`src/rtl/sum_accumulator.sv`:
```
// rtl/sum_accumulator.sv - frames ACC_COUNT adder sums into one total with valid/ready handshakes.
// Optional synchronous clear port enabled by defining SUM_ACCUMULATOR_CLEAR_EN.
module sum_accumulator #(
  parameter int DATA_WIDTH = 4,
  parameter int ACC_COUNT  = 8,
  localparam int ACC_WIDTH = DATA_WIDTH + 1 + $clog2(ACC_COUNT)
) (
  input  logic                          clk,
  input  logic                          rst_n,
`ifdef SUM_ACCUMULATOR_CLEAR_EN
  input  logic                          clr,
`endif
  input  logic                          in_valid,
  output logic                          in_ready,
  input  logic [DATA_WIDTH:0]           in_sum,
  output logic                          out_valid,
  input  logic                          out_ready,
  output logic [ACC_WIDTH-1:0]          out_total,
  output logic [$clog2(ACC_COUNT):0]    beat_cnt
);

  localparam int CNT_W = $clog2(ACC_COUNT) + 1;
  localparam logic [CNT_W-1:0] LAST_BEAT = CNT_W'(ACC_COUNT - 1);
  localparam logic [CNT_W-1:0] FULL_CNT  = CNT_W'(ACC_COUNT);

  typedef enum logic {ACCUM = 1'b0, HOLD = 1'b1} state_t;

  state_t               state;
  logic [ACC_WIDTH-1:0] acc;
  logic [ACC_WIDTH-1:0] sum_ext;
  logic                 in_beat;
  logic                 out_beat;

  assign sum_ext  = {{(ACC_WIDTH-DATA_WIDTH-1){1'b0}}, in_sum};
  assign in_beat  = in_valid && in_ready;
  assign out_beat = out_valid && out_ready;

  // Handshake flags are registered alongside the state so neither depends
  // combinationally on the opposite side of the interface.
  always_ff @(posedge clk) begin
    if (!rst_n) begin
      state     <= ACCUM;
      in_ready  <= 1'b1;
      out_valid <= 1'b0;
      out_total <= '0;
      beat_cnt  <= '0;
      acc       <= '0;
`ifdef SUM_ACCUMULATOR_CLEAR_EN
    end else if (clr) begin
      state     <= ACCUM;
      in_ready  <= 1'b1;
      out_valid <= 1'b0;
      beat_cnt  <= '0;
      acc       <= '0;
`endif
    end else begin
      case (state)
        ACCUM: begin
          if (in_beat) begin
            if (beat_cnt == LAST_BEAT) begin
              out_total <= acc + sum_ext;
              beat_cnt  <= FULL_CNT;
              state     <= HOLD;
              in_ready  <= 1'b0;
              out_valid <= 1'b1;
            end else begin
              acc      <= acc + sum_ext;
              beat_cnt <= beat_cnt + 1'b1;
            end
          end
        end
        HOLD: begin
          if (out_beat) begin
            acc       <= '0;
            beat_cnt  <= '0;
            state     <= ACCUM;
            in_ready  <= 1'b1;
            out_valid <= 1'b0;
          end
        end
        default: begin
          state     <= ACCUM;
          in_ready  <= 1'b1;
          out_valid <= 1'b0;
        end
      endcase
    end
  end

endmodule

```
`config.mk`:
```
export PLATFORM = sky130hd
export DESIGN_NAME = sum_accumulator
export DESIGN_NICKNAME = d
export VERILOG_FILES = /design/src/rtl/sum_accumulator.sv
export SDC_FILE = /design/constraint.sdc
export NUM_CORES = 1
export LEC_CHECK = 0
export ABC_CLOCK_PERIOD_IN_PS = 2700
export BUFFER_PORTS_ARGS = -buffer_cell sky130_fd_sc_hd__buf_2
export CAP_MARGIN = 15
export CORE_ASPECT_RATIO = 1.5
export CORE_UTILIZATION = 45
export DETAILED_ROUTE_END_ITERATION = 7
export PLACE_DENSITY = 0.65
export SYNTH_ARGS = -nofsm -noshare
export SYNTH_HDL_FRONTEND = slang
export SYNTH_SLANG_ARGS = --single-unit
```
`constraint.sdc`:
```
create_clock -name clk -period 2.7 [get_ports clk]
set_input_delay 0.27 -clock clk [delete_from_list [all_inputs] [get_ports clk]]
set_output_delay 0.27 -clock clk [all_outputs]
set_load 0.01 [all_outputs]
```
==> results of run 1 <==
[per-stage QoR]
stage	total power [W]	cells	util (%)	cell area [sq um]
2_1_floorplan	0.0004560	140	-	1227
3_3_place_gp	0.0004810	194	54.40	1363
3_5_place_dp	0.0004838	194	54.40	1363
4_1_cts	0.0006355	198	55.44	1389
5_1_grt	0.0006704	198	55.44	1389
6_report	0.0006309	198	55.44	1389
[flip-flops by register name (all words and copies together), names as in the netlist]
signal	count
beat_cnt	4
out_total	8
state	1
out_valid	1
acc	8
in_ready	1
[worst min-delay path by stage]
stage                     slack, ns  depth (start not counted)                 startpoint                         to
after floorplan                0.33                          1                      rst_n      in_ready$_SDFFE_PN1P_
after global placement         0.44                          2  out_total[0]$_SDFFE_PN0P_  out_total[0]$_SDFFE_PN0P_
after detailed placement       0.44                          2  out_total[4]$_SDFFE_PN0P_  out_total[4]$_SDFFE_PN0P_
after CTS                      0.18                          2                      rst_n      in_ready$_SDFFE_PN1P_
after global routing           0.20                          2                      rst_n      in_ready$_SDFFE_PN1P_
final                          0.19                          2                      rst_n      in_ready$_SDFFE_PN1P_
[logic make-up (layout without fill, tap and decap cells)]
logic type / after synthesis / count (layout) / share of synthesized area [%]
compound gates: 42 / 42 / 25.08
xor+xnor: 1 / 1 / 0.7137
fa+ha+maj: 7 / 7 / 7.747
buf+inv: 7 / 29 / 2.854
flops: 23 / 23 / 37.51
simple gates: 60 / 60 / 26.10
[layout by cell type (no fill, tap or decap), drive strengths merged, types with 4 or more instances in the layout]
cell type	n
ha	6
a21oi	11
and3	5
buf	23
o21ai	6
a211oi	6
clkbuf	4
nor2	15
or3	4
dfxtp	23
nand2	17
[critical path: stages, from the launching register on]
cell	delay [ns]
dfxtp_1	0.33
ha_1	0.22
fa_1	0.43
a211oi_1	0.25
nor2_1	0.12
or3_2	0.45
a21oi_1	0.13
[layout make-up]
type | instances | area, sq um | share of cell area [%]
clock buffer | 4 | 26.28 | 1.892
inverter | 2 | 7.507 | 0.5405
multi-input combinational | 110 | 732.0 | 52.70
sequential | 23 | 460.4 | 33.15
tap | 36 | 45.04 | 3.243
timing repair buffer | 23 | 117.6 | 8.468
[routing by layer]
layer  vias up  routed length, um  share of wire (%)  track usage [%]
met1       505               1248                 48            25.55
met2        25               1225                 47            32.90
met5         -                  0                  0                0
li1        567                  -                  -                -
met4         0                 31                1.2            6.818
met3         4                 93                3.6            2.732
[power by group]
| part | switching [W] | internal [W] |
|---|---|---|
| clock network | 0.0000964 | 0.0000576 |
| registers | 0.0000118 | 0.000351 |
| logic | 0.0000638 | 0.0000506 |
| total | 0.000172 | 0.000459 |
==> flow_metrics.tcl, run 1 <==
set metrics [dict create \
    post_cts_resized 0 \
    h-tree-depth 1 \
    synth_edf_count 0 \
    yosys.area.top_type "dfxtp_1" \
    cts_tree "done" \
    period_share_pct 73.33 \
    netlist.area_leader.share_pct 37.51 \
    syn_area_sq_um 1227 \
    gp_congestion 0.7536 \
    path_class "reg2reg" \
    synthArstFlopShare_pct 0 \
    die_w_um 44.64 \
    drt-initial-drc-count 41 \
    syn_to_final_growth_pct 13.15 \
    yosysWarnings 0 \
    clock_sinks 23 \
    root_buffer "clkbuf_4" \
    antenna_found_initial 0 \
    hp-class "in2reg" \
    fin_skew_ns 0.006960 \
    synth_nets 156 \
    cp-end-kind "flop" \
    grt_max_degree 21 \
    crit_path_start "acc[0]$_SDFFE_PN0P_" \
    core_sq_um 2505 \
    setup_viol 0 \
    n_fill_cell 249 \
    drt-pass1-iter-count 4 \
    ant_nets 0 \
    max-slew-margin-rel_pct 59.82 \
    clockBufferDepth 2 \
    max_freq_ghz 0.5050 \
    numCtsBuffers 3 \
    worst_slack_ns 0.7200 \
    min_period_ns 1.980 \
    hold_violations 0 \
    synth.area.top_cells "dfxtp_1 38%, ha_1 6.1%, nand2_1 4.6%" \
    start_kind "flop" \
    synth_cell_types 40 \
    postCtsSetupBuffers 0 \
    synth_flop_cell "dfxtp_1" \
    hold_buffers 0 \
    io_pins 23 \
    p_per_area_nw_per_um2 454.3 \
    yosysSeqAreaShare_pct 37.51 \
    ys_seq_elements 23 \
    place_worst_setup_slack_ns 0.6515 \
    port_buffers 22 \
    layout-drive-gt1-share_pct 20.99 \
    report.final.slew_viol_count 0 \
    synth_most_common_cell "dfxtp_1" \
    grt-ovfl-total 0 \
    vias 1101 \
    clk_pin_slew_ns 0.12 \
    hold_ws_ns 0.1859 \
    diodes 0 \
    hpwlAfterDp_mm 1.932 \
    syn_inst 140 \
    worstReg2RegStart "acc[0]$_SDFFE_PN0P_" \
    setup_tns_ns 0 \
    avgSynthCellArea_sq_um 8.767 \
    grt_pass1_wl_mm 4.347 \
    grtUsageTotal_pct 19.77 \
    dieArea_sq_um 2945 \
    rr_worst_depth 6 \
    ir_drop_v 0.0002351 \
    fp.dieH_um 65.97 \
    maxCapViolations 0 \
    power.leakage_nw 0.6133 \
    worst-r2r-setup-slack_ns 0.72 \
    status "finished, final reports clean" \
    r2r_end "acc[4]$_SDFFE_PN0P_" \
    routed_via_density 5.561 \
    worstMarginPinSlew_ns 0.6020 \
    nets 179 \
    arrival_ns 2.22 \
    clkLatencyLatePin_ns 0.30 \
    required_ns 2.94 \
    grt_pass1_vias 993 \
    num_rows 22 \
    cp_max_fo 5 \
    initial_core_util_pct 49.00 \
    endpoint "acc[4]$_SDFFE_PN0P_" \
    grt_setup_unrepaired "no" \
    synth.top_cells.by_count "23 x dfxtp_1, 15 x nand2_1, 15 x nor2_1" \
    drcViolationCount 0 \
    routed_wl_mm 2.599 \
    wire_per_inst_um 13.13 \
]
Note: power is estimated with default switching activity, not from simulation.
==> run 2: changes to the inputs <==
ABC_CLOCK_PERIOD_IN_PS = 1850   (was 2700)
clock period = 1.85 ns   (was 2.7 ns; I/O delays follow)
==> flow_metrics.tcl, run 2 (same netlist as run 1, synthesis figures left out) <==
set metrics [dict create \
    setup_viol 0 \
    path_class "reg2reg" \
    wire_per_inst_um 13.62 \
    syn_to_final_growth_pct 19.57 \
    clkLatencyLatePin_ns 0.32 \
    clockBufferDepth 2 \
    fp.dieH_um 65.97 \
    rr_worst_depth 6 \
    min_period_ns 1.811 \
    nets 185 \
    worst_slack_ns 0.03895 \
    ant_nets 0 \
    drt-initial-drc-count 36 \
    die_w_um 44.64 \
    grtUsageTotal_pct 20.08 \
    maxCapViolations 0 \
    num_rows 22 \
    h-tree-depth 1 \
    cp-end-kind "flop" \
    grt_max_degree 16 \
    final_cell_mix "22 x buf_2, 21 x dfxtp_1, 15 x nand2_1" \
    cts_tree "done" \
    initial_core_util_pct 49.00 \
    port_buffers 22 \
    hp-class "in2reg" \
    clk_pin_slew_ns 0.13 \
    hpwlAfterDp_mm 2.020 \
    io_pins 23 \
    power.leakage_nw 0.6451 \
    grt_pass1_vias 1002 \
    drcViolationCount 0 \
    hold_violations 0 \
    fin_skew_ns 0.005919 \
    grt_pass1_wl_mm 4.402 \
    numCtsBuffers 3 \
    status "finished, final reports clean" \
    cp_max_fo 5 \
    hold_path_depth 2 \
    report.final.slew_viol_count 0 \
    vias 1160 \
    grt_setup_unrepaired "yes" \
    start_kind "flop" \
    reg_top3 "acc (8), out_total (8), beat_cnt (4)" \
    slowest_stage "dfxtp_2" \
    antenna_found_initial 0 \
    max_freq_ghz 0.5522 \
    p_per_area_nw_per_um2 658.1 \
    dieArea_sq_um 2945 \
    root_buffer "clkbuf_4" \
    max-slew-margin-rel_pct 71.60 \
    core_sq_um 2505 \
    worstMarginPinSlew_ns 0.4260 \
    required_ns 2.06 \
    hold_buffers 0 \
    routed_via_density 5.686 \
    slowest_delay_ns 0.36 \
    setup_tns_ns 0 \
    routed_wl_mm 2.779 \
    arrival_ns 2.03 \
    grt-ovfl-total 0 \
    diodes 0 \
    layout_commonest_cell "buf_2" \
    wl_met1_mm 1.247 \
    top_layer "met4" \
    gp_congestion 0.7612 \
    period_share_pct 97.89 \
    wl_met3_um 67 \
    dr_wl_met2_mm 1.430 \
    drt-pass1-iter-count 4 \
    ir_drop_v 0.0005027 \
    clock_sinks 23 \
    place_worst_setup_slack_ns -0.04076 \
    layout-drive-gt1-share_pct 28.57 \
    crit_chain "ha_4 -> fa_2 -> a211oi_2 -> nor2_2 -> o2111a_1 -> a211o_1" \
]
==> run 2: path summary, 6_finish.rpt <==
kind,to,slack (ns),from
max,acc[6]$_SDFFE_PN0P_,0.04,acc[0]$_SDFFE_PN0P_
min,in_ready$_SDFFE_PN1P_,0.1,rst_n
max reg2reg,acc[6]$_SDFFE_PN0P_,0.04,acc[0]$_SDFFE_PN0P_
min reg2reg,out_total[0]$_SDFFE_PN0P_,0.46,out_total[0]$_SDFFE_PN0P_
==> run 2: final cells by class <==
cell class              instances  area (sq um)
clock buffers                   3         22.52
clock inverters                 1         5.005
fillers                       244          1037
inverters                       2         7.507
multi-input cells             110         762.0
flip-flops and latches         23         462.9
well taps                      36         45.04
repair buffers                 29         162.7
==> run 2: critical path: cells and delay by family, from the launching register on <==
kind	cells	cell delay, ns
compound gates	3	0.75
fa+ha+maj	2	0.51
flops	1	0.36
simple gates	1	0.10
==> run 2: timing repair <==
| action | CTS | global route |
|---|---|---|
| pin swaps | 3 | 7 |
| setup endpoints to repair | 2 | 6 |
| cloned | 0 | 0 |
| hold endpoints to repair | 0 | 0 |
| resized for setup | 3 | 5 |
| setup buffers | 1 | 1 |
==> run 2: through the flow <==
step	util [%]	power, W	cells	cell area (sq um)	hold WS (ns)
2_1_floorplan	-	0.0006662	140	1230	0.2469
3_3_place_gp	55.69	0.0007096	198	1395	0.4147
3_5_place_dp	55.69	0.0007153	198	1395	0.4178
4_1_cts	57.49	0.0009508	203	1440	0.09166
5_1_grt	58.59	0.001019	204	1468	0.09122
6_report	58.59	0.0009658	204	1468	0.09548
==> run 2: power breakdown <==
part / switching (W) / leakage (nW) / total, W / internal, W
registers: 0.0000180 / 0.187 / 0.000531 / 0.000513
logic: 0.000103 / 0.440 / 0.000196 / 0.0000925
clock network: 0.000159 / 0.0177 / 0.000239 / 0.0000809
==> run 2: routing by layer <==
metal / vias up / GRT usage [%]
li1: 577 / -
met1: 556 / 25.47
met2: 22 / 33.82
met3: 5 / 2.459
met4: 0 / 7.576
met5: - / 0
==> run 3: changes to the inputs <==
BUFFER_PORTS_ARGS = unset   (was -buffer_cell sky130_fd_sc_hd__buf_2)
DONT_BUFFER_PORTS = 1   (was unset)
PLACE_DENSITY = 0.58   (was 0.65)
==> flow_metrics.tcl, run 3 (same netlist as run 1, synthesis figures left out) <==
set metrics [dict create \
    status "finished, final reports clean" \
    vias 1081 \
    die_w_um 44.64 \
    slowest_delay_ns 0.39 \
    final_cell_mix "21 x dfxtp_1, 15 x nand2_1, 14 x nor2_1" \
    max_freq_ghz 0.5482 \
    cts_tree "done" \
    grt_setup_unrepaired "yes" \
    layout_commonest_cell "dfxtp_1" \
    start_kind "flop" \
    gp_congestion 0.7882 \
    clock_sinks 23 \
    worstMarginPinSlew_ns 0.4475 \
    rr_worst_depth 7 \
    crit_chain "ha_4 -> fa_2 -> buf_4 -> a21o_1 -> a211oi_1 -> or3_4 -> a21oi_2" \
    syn_to_final_growth_pct 14.17 \
    fin_cells 187 \
    drt-pass1-iter-count 4 \
    fin_skew_ns 0.001912 \
    core_sq_um 2505 \
    worstReg2RegStart "acc[0]$_SDFFE_PN0P_" \
    grt_pass1_wl_mm 4.643 \
    routed_via_density 5.781 \
    ant_nets 0 \
    clk_pin_slew_ns 0.12 \
    hold_path_depth 2 \
    period_share_pct 98.60 \
    report.final.slew_viol_count 0 \
    hold_end "out_total[6]$_SDFFE_PN0P_" \
    diodes 0 \
    ir_drop_v 0.0004274 \
    cp_max_fo 2 \
    grt_pass1_vias 1034 \
    hp-class "in2reg" \
    maxCapViolations 0 \
    numCtsBuffers 3 \
    postCtsSetupBuffers 0 \
    clockBufferDepth 2 \
    fp.dieH_um 65.97 \
    grt-ovfl-total 0 \
    reg_top3 "acc (8), out_total (8), beat_cnt (4)" \
    hold_violations 0 \
    setup_tns_ns 0 \
    setup_viol 0 \
    cp-end-kind "flop" \
    path_buf_inv 1 \
    dpl.cell_count 182 \
    grtUsageTotal_pct 21.19 \
    initial_core_util_pct 49.00 \
    min_period_ns 1.824 \
    drt-initial-drc-count 37 \
    required_ns 2.06 \
    drcViolationCount 0 \
    arrival_ns 2.03 \
    clkLatencyLatePin_ns 0.31 \
    wire_per_inst_um 14.61 \
    num_rows 22 \
    cp_top_family "adder cells" \
    port_buffers 0 \
    worst-r2r-setup-slack_ns 0.03 \
    nets 168 \
    dieArea_sq_um 2945 \
    p_per_area_nw_per_um2 678.1 \
    slowest_stage "fa_2" \
    antenna_found_initial 0 \
    power.leakage_nw 0.5639 \
    r2r_end "acc[4]$_SDFFE_PN0P_" \
    root_buffer "clkbuf_4" \
    path_class "reg2reg" \
    hold_ws_ns 0.02470 \
    h-tree-depth 1 \
    hpwlAfterDp_mm 2.027 \
    routed_wl_mm 2.733 \
    grt_max_degree 13 \
    layout-drive-gt1-share_pct 19.87 \
    hold_start "rst_n" \
    max-slew-margin-rel_pct 70.06 \
    io_pins 23 \
    total_power_w 0.0009502 \
]
run 3: cell count changes in the layout (fill, tap and decap cells not counted), sizes merged:
cell,previous run,this run
clkinv,1,0
buf,29,11
clkbuf,3,4
dlygate4sd3,0,1
run 3: worst max-delay path by stage:
stage / end / from / cells past startpoint / slack (ns)
finish: acc[4]$_SDFFE_PN0P_ / acc[0]$_SDFFE_PN0P_ / 7 / 0.03
global route: acc[4]$_SDFFE_PN0P_ / acc[0]$_SDFFE_PN0P_ / 7 / -0.03
CTS: acc[4]$_SDFFE_PN0P_ / acc[0]$_SDFFE_PN0P_ / 6 / 0.03
detailed placement: acc[4]$_SDFFE_PN0P_ / acc[0]$_SDFFE_PN0P_ / 6 / -0.02
global placement: acc[4]$_SDFFE_PN0P_ / acc[0]$_SDFFE_PN0P_ / 6 / 0.001
floorplan: acc[4]$_SDFFE_PN0P_ / acc[0]$_SDFFE_PN0P_ / 6 / 0.04
run 3: where the power goes:
part	switching (W)	total, W	internal (W)
Sequential	0.0000146	0.000527	0.000513
Clock	0.000151	0.000235	0.0000844
Combinational	0.0000978	0.000188	0.0000898
Total	0.000263	0.000950	0.000687
run 3: final cells by class:
type	instances	area, sq um
Timing Repair Buffer	12	92.59
Fill cell	243	1104
Multi-Input combinational cell	110	767.0
Clock buffer	4	26.28
Inverter	2	7.507
Sequential cell	23	462.9
Tap cell	36	45.04
run 3: repair_timing:
action	CTS	global route
hold buffers	1	0
resized for setup	2	8
pin swaps	2	6
setup endpoints to repair	1	3
hold endpoints to repair	2	0
run 3: per-layer routing:
| metal | track usage, % | up-vias | share of wire (%) |
|---|---|---|---|
| li1 | - | 546 | - |
| met1 | 26.14 | 511 | 44 |
| met2 | 35.85 | 19 | 50 |
| met3 | 1.913 | 5 | 3.7 |
| met4 | 10.23 | 0 | 1.9 |
| met5 | 0 | - | 0 |
run 3: per-stage QoR:
step	setup slack (ns)	util (%)	cell area, sq um
floorplan	0.04368	-	1230
global placement	0.001311	53.10	1330
detailed placement	-0.01706	53.10	1330
CTS	0.03080	54.85	1374
global route	-0.02732	55.94	1401
finish	0.02597	55.94	1401
